==> config.mk <==
export PLATFORM = sky130hd
export DESIGN_NAME = multicycle_control_flat
export DESIGN_NICKNAME = d
export VERILOG_FILES = /design/src/rtl/multicycle_control_if.sv /design/src/rtl/multicycle_control.sv /design/src/flat_wrapper.sv
export SDC_FILE = /design/constraint.sdc
export NUM_CORES = 1
export LEC_CHECK = 0
export CAP_MARGIN = 10
export CORE_ASPECT_RATIO = 2
export CORE_MARGIN = 1
export CORE_UTILIZATION = 30
export CTS_BUF_LIST = sky130_fd_sc_hd__clkbuf_2
export DETAILED_ROUTE_END_ITERATION = 7
export PLACE_DENSITY = 0.67
export SYNTH_ARGS = -nofsm -noshare
export SYNTH_HDL_FRONTEND = slang
export SYNTH_SLANG_ARGS = --single-unit
==> constraint.sdc <==
create_clock -name clock -period 2.3 [get_ports clock]
set_input_delay 0.46 -clock clock [delete_from_list [all_inputs] [get_ports clock]]
set_output_delay 0.46 -clock clock [all_outputs]
set_load 0.02 [all_outputs]
==> src/rtl/multicycle_control_if.sv <==
// Control bundle between the multicycle MIPS controller and its datapath.
// The controller drives the datapath controls; the datapath returns the opcode and the memory-ready strobe.
interface multicycle_control_if;
  logic [5:0] Op;
  logic       MemReady;
  logic       PCWrite;
  logic       PCWriteCond;
  logic       BranchNE;
  logic       IorD;
  logic       MemRead;
  logic       MemWrite;
  logic       IRWrite;
  logic       MemToReg;
  logic       RegDst;
  logic       RegWrite;
  logic       ALUSrcA;
  logic [1:0] ALUSrcB;
  logic [1:0] ALUOp;
  logic [1:0] PCSource;
  logic [3:0] State;
  logic       Illegal;
  logic       MemTimeout;

  modport master (
    input  Op, MemReady,
    output PCWrite, PCWriteCond, BranchNE, IorD, MemRead, MemWrite, IRWrite,
           MemToReg, RegDst, RegWrite, ALUSrcA, ALUSrcB, ALUOp, PCSource,
           State, Illegal, MemTimeout
  );

  modport slave (
    output Op, MemReady,
    input  PCWrite, PCWriteCond, BranchNE, IorD, MemRead, MemWrite, IRWrite,
           MemToReg, RegDst, RegWrite, ALUSrcA, ALUSrcB, ALUOp, PCSource,
           State, Illegal, MemTimeout
  );
endinterface

==> src/rtl/multicycle_control.sv <==
// Multicycle MIPS control FSM: sequences fetch/decode/execute/memory/writeback,
// stalls on MemReady and aborts to IDLE when a memory wait exceeds WAIT_LIMIT.
module multicycle_control #(
  parameter int WAIT_LIMIT = 15,
  parameter int CNT_W      = 4
) (
  input  logic                   clock,
  input  logic                   reset,
  multicycle_control_if.master   bus
);

  typedef enum logic [3:0] {
    S_IDLE   = 4'd0,
    S_FETCH  = 4'd1,
    S_DECODE = 4'd2,
    S_MEMADR = 4'd3,
    S_MEMRD  = 4'd4,
    S_MEMWB  = 4'd5,
    S_MEMWR  = 4'd6,
    S_EXEC   = 4'd7,
    S_RWB    = 4'd8,
    S_BRANCH = 4'd9,
    S_ADDIEX = 4'd10,
    S_ADDIWB = 4'd11,
    S_JUMP   = 4'd12
  } state_t;

  localparam logic [5:0] OP_R    = 6'd0;
  localparam logic [5:0] OP_J    = 6'd2;
  localparam logic [5:0] OP_BEQ  = 6'd4;
  localparam logic [5:0] OP_BNE  = 6'd5;
  localparam logic [5:0] OP_ADDI = 6'd8;
  localparam logic [5:0] OP_LW   = 6'd35;
  localparam logic [5:0] OP_SW   = 6'd43;

  localparam logic [CNT_W-1:0] LIMIT    = CNT_W'(WAIT_LIMIT);
  localparam logic [CNT_W-1:0] LIMIT_M1 = CNT_W'((WAIT_LIMIT > 0) ? WAIT_LIMIT - 1 : 0);

  state_t           r_state;
  state_t           w_next;
  logic [CNT_W-1:0] r_cnt;
  logic             r_illegal;
  logic             r_timeout;
  logic             w_wait;
  logic             w_tmo;
  logic             w_bad_op;

  // Only the three memory-handshake states can stall.
  assign w_wait = ((r_state == S_FETCH) || (r_state == S_MEMRD) || (r_state == S_MEMWR))
                  && !bus.MemReady;
  assign w_tmo  = (WAIT_LIMIT > 0) && w_wait && (r_cnt == LIMIT_M1);

  always_comb begin
    w_bad_op = 1'b0;
    w_next   = S_IDLE;
    case (r_state)
      S_IDLE:   w_next = S_FETCH;
      S_FETCH:  w_next = bus.MemReady ? S_DECODE : (w_tmo ? S_IDLE : S_FETCH);
      S_DECODE: begin
        case (bus.Op)
          OP_R:           w_next = S_EXEC;
          OP_LW, OP_SW:   w_next = S_MEMADR;
          OP_BEQ, OP_BNE: w_next = S_BRANCH;
          OP_ADDI:        w_next = S_ADDIEX;
          OP_J:           w_next = S_JUMP;
          default: begin
            w_next   = S_FETCH;
            w_bad_op = 1'b1;
          end
        endcase
      end
      S_MEMADR: w_next = (bus.Op == OP_LW) ? S_MEMRD : ((bus.Op == OP_SW) ? S_MEMWR : S_FETCH);
      S_MEMRD:  w_next = bus.MemReady ? S_MEMWB : (w_tmo ? S_IDLE : S_MEMRD);
      S_MEMWB:  w_next = S_FETCH;
      S_MEMWR:  w_next = bus.MemReady ? S_FETCH : (w_tmo ? S_IDLE : S_MEMWR);
      S_EXEC:   w_next = S_RWB;
      S_RWB:    w_next = S_FETCH;
      S_BRANCH: w_next = S_FETCH;
      S_ADDIEX: w_next = S_ADDIWB;
      S_ADDIWB: w_next = S_FETCH;
      S_JUMP:   w_next = S_FETCH;
      default:  w_next = S_IDLE;
    endcase
  end

  always_ff @(posedge clock or negedge reset) begin
    if (!reset) begin
      r_state   <= S_IDLE;
      r_cnt     <= '0;
      r_illegal <= 1'b0;
      r_timeout <= 1'b0;
    end else begin
      r_state   <= w_next;
      r_illegal <= w_bad_op;
      r_timeout <= w_tmo;
      if (w_next != r_state)
        r_cnt <= '0;
      else if (w_wait && (r_cnt != LIMIT))
        r_cnt <= r_cnt + 1'b1;
    end
  end

  // Moore decode from the state register; IRWrite/PCWrite in FETCH follow MemReady.
  always_comb begin
    bus.PCWrite     = 1'b0;
    bus.PCWriteCond = 1'b0;
    bus.BranchNE    = 1'b0;
    bus.IorD        = 1'b0;
    bus.MemRead     = 1'b0;
    bus.MemWrite    = 1'b0;
    bus.IRWrite     = 1'b0;
    bus.MemToReg    = 1'b0;
    bus.RegDst      = 1'b0;
    bus.RegWrite    = 1'b0;
    bus.ALUSrcA     = 1'b0;
    bus.ALUSrcB     = 2'b00;
    bus.ALUOp       = 2'b00;
    bus.PCSource    = 2'b00;
    case (r_state)
      S_FETCH: begin
        bus.MemRead = 1'b1;
        bus.ALUSrcB = 2'b01;
        bus.IRWrite = bus.MemReady;
        bus.PCWrite = bus.MemReady;
      end
      S_DECODE: bus.ALUSrcB = 2'b11;
      S_MEMADR: begin
        bus.ALUSrcA = 1'b1;
        bus.ALUSrcB = 2'b10;
      end
      S_MEMRD: begin
        bus.MemRead = 1'b1;
        bus.IorD    = 1'b1;
      end
      S_MEMWB: begin
        bus.RegWrite = 1'b1;
        bus.MemToReg = 1'b1;
      end
      S_MEMWR: begin
        bus.MemWrite = 1'b1;
        bus.IorD     = 1'b1;
      end
      S_EXEC: begin
        bus.ALUSrcA = 1'b1;
        bus.ALUOp   = 2'b10;
      end
      S_RWB: begin
        bus.RegWrite = 1'b1;
        bus.RegDst   = 1'b1;
      end
      S_BRANCH: begin
        bus.ALUSrcA     = 1'b1;
        bus.ALUOp       = 2'b01;
        bus.PCWriteCond = 1'b1;
        bus.PCSource    = 2'b01;
        bus.BranchNE    = (bus.Op == OP_BNE);
      end
      S_ADDIEX: begin
        bus.ALUSrcA = 1'b1;
        bus.ALUSrcB = 2'b10;
      end
      S_ADDIWB: bus.RegWrite = 1'b1;
      S_JUMP: begin
        bus.PCWrite  = 1'b1;
        bus.PCSource = 2'b10;
      end
      default: ;
    endcase
  end

  assign bus.State      = r_state;
  assign bus.Illegal    = r_illegal;
  assign bus.MemTimeout = r_timeout;

endmodule

==> src/flat_wrapper.sv <==
// flat-port wrapper written by rule: the top's interface ports become plain ports
module multicycle_control_flat 
#(
  parameter int WAIT_LIMIT = 15,
  parameter int CNT_W      = 4
)
  (clock, reset, bus_Op, bus_MemReady, bus_PCWrite, bus_PCWriteCond, bus_BranchNE, bus_IorD, bus_MemRead, bus_MemWrite, bus_IRWrite, bus_MemToReg, bus_RegDst, bus_RegWrite, bus_ALUSrcA, bus_ALUSrcB, bus_ALUOp, bus_PCSource, bus_State, bus_Illegal, bus_MemTimeout);
  multicycle_control_if bus_i ();
  input  logic clock;
  input  logic reset;
  input wire logic [$bits(bus_i.Op)-1:0] bus_Op;
  input wire logic [$bits(bus_i.MemReady)-1:0] bus_MemReady;
  output wire logic [$bits(bus_i.PCWrite)-1:0] bus_PCWrite;
  output wire logic [$bits(bus_i.PCWriteCond)-1:0] bus_PCWriteCond;
  output wire logic [$bits(bus_i.BranchNE)-1:0] bus_BranchNE;
  output wire logic [$bits(bus_i.IorD)-1:0] bus_IorD;
  output wire logic [$bits(bus_i.MemRead)-1:0] bus_MemRead;
  output wire logic [$bits(bus_i.MemWrite)-1:0] bus_MemWrite;
  output wire logic [$bits(bus_i.IRWrite)-1:0] bus_IRWrite;
  output wire logic [$bits(bus_i.MemToReg)-1:0] bus_MemToReg;
  output wire logic [$bits(bus_i.RegDst)-1:0] bus_RegDst;
  output wire logic [$bits(bus_i.RegWrite)-1:0] bus_RegWrite;
  output wire logic [$bits(bus_i.ALUSrcA)-1:0] bus_ALUSrcA;
  output wire logic [$bits(bus_i.ALUSrcB)-1:0] bus_ALUSrcB;
  output wire logic [$bits(bus_i.ALUOp)-1:0] bus_ALUOp;
  output wire logic [$bits(bus_i.PCSource)-1:0] bus_PCSource;
  output wire logic [$bits(bus_i.State)-1:0] bus_State;
  output wire logic [$bits(bus_i.Illegal)-1:0] bus_Illegal;
  output wire logic [$bits(bus_i.MemTimeout)-1:0] bus_MemTimeout;
  assign bus_i.Op = bus_Op;
  assign bus_i.MemReady = bus_MemReady;
  assign bus_PCWrite = bus_i.PCWrite;
  assign bus_PCWriteCond = bus_i.PCWriteCond;
  assign bus_BranchNE = bus_i.BranchNE;
  assign bus_IorD = bus_i.IorD;
  assign bus_MemRead = bus_i.MemRead;
  assign bus_MemWrite = bus_i.MemWrite;
  assign bus_IRWrite = bus_i.IRWrite;
  assign bus_MemToReg = bus_i.MemToReg;
  assign bus_RegDst = bus_i.RegDst;
  assign bus_RegWrite = bus_i.RegWrite;
  assign bus_ALUSrcA = bus_i.ALUSrcA;
  assign bus_ALUSrcB = bus_i.ALUSrcB;
  assign bus_ALUOp = bus_i.ALUOp;
  assign bus_PCSource = bus_i.PCSource;
  assign bus_State = bus_i.State;
  assign bus_Illegal = bus_i.Illegal;
  assign bus_MemTimeout = bus_i.MemTimeout;
  multicycle_control #(.WAIT_LIMIT(WAIT_LIMIT), .CNT_W(CNT_W)) u_core (.clock(clock), .reset(reset), .bus(bus_i));
endmodule
# Word-level counts from Yosys, hierarchy flattened
# Index checks and enable logic that the tools add are counted.
# totals
reg_bits	10
input_bits	9
wordCells	72
# classes
add_sub_neg	1
n_eq_ne	21
muxes	28
n_reduce_logical	18
# ops
operator	count
$pmux W4 S8	1
$eq A4 B4 Y1 const B	6
$mux W4	6
$pmux W4 S5	1
$eq A4 B3 Y1 const B	4
$mux W1	13
$eq A6 B3 Y1 const B	2
$eq A6 B6 Y1 const B	2
$reduce_or A2 Y1	5
$mux W3	3
$eq A4 B2 Y1 const B	2
$pmux W2 S2	2
$reduce_or A7 Y1	1
$eq A6 B2 Y1 const B	1
$eq A6 B4 Y1 const B	1
$logic_not A6 Y1	1
$pmux W2 S3	1
$reduce_or A6 Y1	1
$add A4 B1 Y4 const B	1
$eq A4 B1 Y1 const B	1
$logic_not A4 Y1	1
$ne A4 B4 Y1	1
$ne A4 B4 Y1 const B	1
$reduce_or A4 Y1	1
other kinds (6)	9

# Longest topological paths before layout
# logic_depth
depth_word	10
depth_mapped	7

# Worst setup path after synthesis
# No wires, ideal clock.
# synth_timing
path_kind	register to output
from	register u_core.r_state[3] (netlist: u_core.bus.State[3])
to	output bus_BranchNE
arrival_time_ns	1.730
required_time_ns	1.840
slack_ns	0.110
stages_incl_launch_ff	4
path_buffers	1
cell_sequence	dfrtp_1 clkbuf_1 nand2b_1 nor4_1
# synth_between
elab_chain_cells	2
# synth_rtl
item	line_no	rtl
start, declared	multicycle_control.sv:39	state_t r_state;
start signal, assigned	multicycle_control.sv:93	r_state <= w_next;
$eq A4 B4 Y1	multicycle_control.sv:119	case (r_state)
$mux W1	multicycle_control.sv:119	
end, declared	flat_wrapper.sv:15	output wire logic [$bits(bus_i.BranchNE)-1:0] bus_BranchNE;
# No other way between the ends.

# Final worst setup path
# layout_timing
from	input bus_Op[2]
to	output bus_BranchNE
# layout_between
elab_chain_cells	2
# layout_rtl
item	line_no	rtl
start, declared	flat_wrapper.sv:11	input wire logic [$bits(bus_i.Op)-1:0] bus_Op;
$eq A6 B3 Y1	multicycle_control.sv:156	bus.BranchNE = (bus.Op == OP_BNE);
$mux W1	multicycle_control.sv:119	
# No other way between the ends.

==> qor.txt <==
Ant. Diodes - 0
cts bufs inserted - 3
Hold Vio Cnt, Final - 0
die height - 83.2 um
Max Clk Rate - 0.449 GHz
fin crit period - 2.23 ns
Fin Hold WS - 0.505 ns
first-pass GRT wire length - 5100 um
Max Cap Viol - 0
vias in the first global route - 1141
Async SR Flop Fraction - 100%
fillcell total - 324
Fin Clk Skew - 0.00180 ns
DRC viols - 0
Cell Count, Final, Fillers Out - 206
Avg Cell Area, Syn - 7.91 sq um
initial antenna violation count - 0
period utilisation layout - 96.8%
fin area - 1510 sq um
cell with the most instances after synthesis - nor2_1
RSZ-0062 raised after global routing - false
Pre-antenna DRT Iters - 4
final wirelength - 2950 um
Die X - 42.6 um
WP data required - 1.84 ns
die area - 3540 sq um
pwr/cell area - 713 nW/um^2
EDFF count, synth - 0
R2R Setup Slk - 0.14 ns
vias - 1165
status - complete, no violations
Skew-Pair Late Insertion Delay - 0.26 ns
DP Worst Slack - -0.437 ns
Mapped Cells - 125
setup TNS - 0 ns
number of top-level pins - 32
Post-synth top flop - dfrtp_1
kind of critical path - input pin to output pin
headroom to the max-slew limit - 69.7%
Layout Nets - 187
Core Area - 3160 sq um
setup violators final - 0
RePlAce Congestion - 0.849
Yosys top cell area share - 25.3%
DR WL/cell - 14.3 um
Total Power - 1.08 mW
register area share after synthesis - 25.3%
Tightest Pin Transition - 0.454 ns
CTS tree - done
worst r2r src - u_core.bus.State[3]
starting density of the core - 31.3%
placed cells - 202
via/cell ratio - 5.66
Post-DP HPWL - 2310 um
row cnt - 29
post-synth top area cell - dfrtp_1
Slew Viols, Final - 0
Worst-path clk slew - 0.10 ns
Cell Area, Synth - 988 sq um
# port buffers - 31
setup ws final - 0.0746 ns
clk sink count - 10
Reg-to-Reg End - u_core.r_cnt[1]
Crit. End Element - output pin
Worst Path Arrival - 1.77 ns
Post-Syn Nets - 136
synth top area cells - dfrtp_1, a211oi_1, nor2_1
Worst Setup Start Kind - input pin
1st-iter DRT viols - 20
#FFs+latches synth - 10
Post-DP Area - 1470 sq um
H-tree Lvls - 1
Synth cell types - 40
R2R depth - 6
top post-synthesis cells by count - nor2_1, dfrtp_1, nor3_1
gr usage total - 17.8%
yosys warns - 0
LEAKAGE - 0.743 nW
share of cells above drive strength 1 - 21.7%
CTS root buf - clkbuf_2
Area growth, synth to finish - 52.5%
Hold Crit Class - input pin to async pin
CP Max Fanout - 2
CTS max path bufs - 2
largest net degree at the start of global routing - 14
post-route core utilization - 47.8%
Antenna Nets Post-Route - 0
Post-CTS Setup Inserts - 0
Max VDD drop - 443 uV
Congestion Overflow GR - 0
==> where the power goes <==
group	switching (mW)	total, mW	internal (mW)	leakage, nW
Combinational	0.375	0.710	0.335	0.598
Clock	0.0636	0.101	0.0378	0.0140
Sequential	0.0562	0.264	0.208	0.131
Total	0.494	1.08	0.581	0.743
==> placed cells by master, fill, tap and decap left out, drive strengths merged, types with 2 or more instances in the layout <==
| master | synthesis | layout |
|---|---|---|
| buf | 5 | 24 |
| nor2 | 14 | 14 |
| clkdlybuf4s50 | 0 | 14 |
| dfrtp | 10 | 10 |
| dlygate4sd2 | 0 | 9 |
| nor3 | 8 | 8 |
| a21oi | 7 | 7 |
| dlymetal6s2s | 0 | 7 |
| a211oi | 7 | 7 |
| nand2b | 6 | 6 |
| nand3 | 6 | 6 |
| nor2b | 5 | 5 |
| xnor2 | 5 | 5 |
| o21ai | 5 | 5 |
| o211ai | 4 | 4 |
| or3 | 4 | 4 |
| inv | 3 | 3 |
| nand2 | 3 | 3 |
| a21o | 3 | 3 |
| nor4 | 3 | 3 |
| clkbuf | 3 | 3 |
| and3 | 2 | 2 |
| o22ai | 2 | 2 |
| ha | 2 | 2 |
==> flip-flops by register name, indices dropped and copies added (netlist names) <==
register and cells:
u_core.r_cnt 4, u_core.bus.State 4, u_core.bus.MemTimeout 1, u_core.bus.Illegal 1
==> per-layer routing <==
layer	GRT usage (%)	wire, um
met5	0	0
met4	6.82	52
met3	1.09	109
met2	33.3	1660
met1	19.9	1120
==> how the worst max path moves through the flow <==
stage / startpoint / end / slack [ns] / depth (start not counted)
floorplan: u_core.bus.State[3] / bus_BranchNE / 0.11 / 3
global placement: bus_Op[2] / bus_BranchNE / -0.45 / 4
detailed placement: bus_Op[2] / bus_BranchNE / -0.44 / 4
CTS: u_core.bus.State[1] / bus_ALUOp[0] / 0.008 / 3
global route: u_core.bus.State[3] / u_core.r_cnt[3] / 0.002 / 6
finish: bus_Op[2] / bus_BranchNE / 0.07 / 4
==> area by class of cell <==
| cell class | count | area, sq um | area share [%] |
|---|---|---|---|
| multi-input combinational | 104 | 701 | 46.5 |
| timing repair buffer | 54 | 484 | 32.1 |
| sequential | 10 | 254 | 16.8 |
| tap | 31 | 38.8 | 2.57 |
| clock buffer | 3 | 15.0 | 0.996 |
| inverter | 3 | 11.3 | 0.747 |
| clock inverter | 1 | 3.75 | 0.249 |
==> worst max-delay path, cell delays in order <==
cell             delay, ns
clkdlybuf4s50_1       0.47
or3b_2                0.47
nor4_1                0.17
buf_2                 0.21
==> logic make-up (layout without fill, tap and decap cells) <==
logic type	after synthesis	after routing	synth area share [%]
adder cells (fa/ha/maj)	2	2	2.53
buffers and inverters	11	61	5.32
AO/OA/AOI/OAI	34	34	24.9
XOR/XNOR	5	5	4.43
flip-flops	10	10	25.3
multiplexers	1	1	1.01
AND/OR/NAND/NOR	62	62	36.5
==> timing repair <==
| action | in CTS | in global routing |
|---|---|---|
| gates cloned | 0 | 0 |
| endpoints found under the setup margin | 14 | 9 |
| pin swaps | 0 | 1 |
| resized for setup | 16 | 11 |
| hold buffers | 0 | 0 |
No activity file was read; power rests on OpenSTA's default activity.
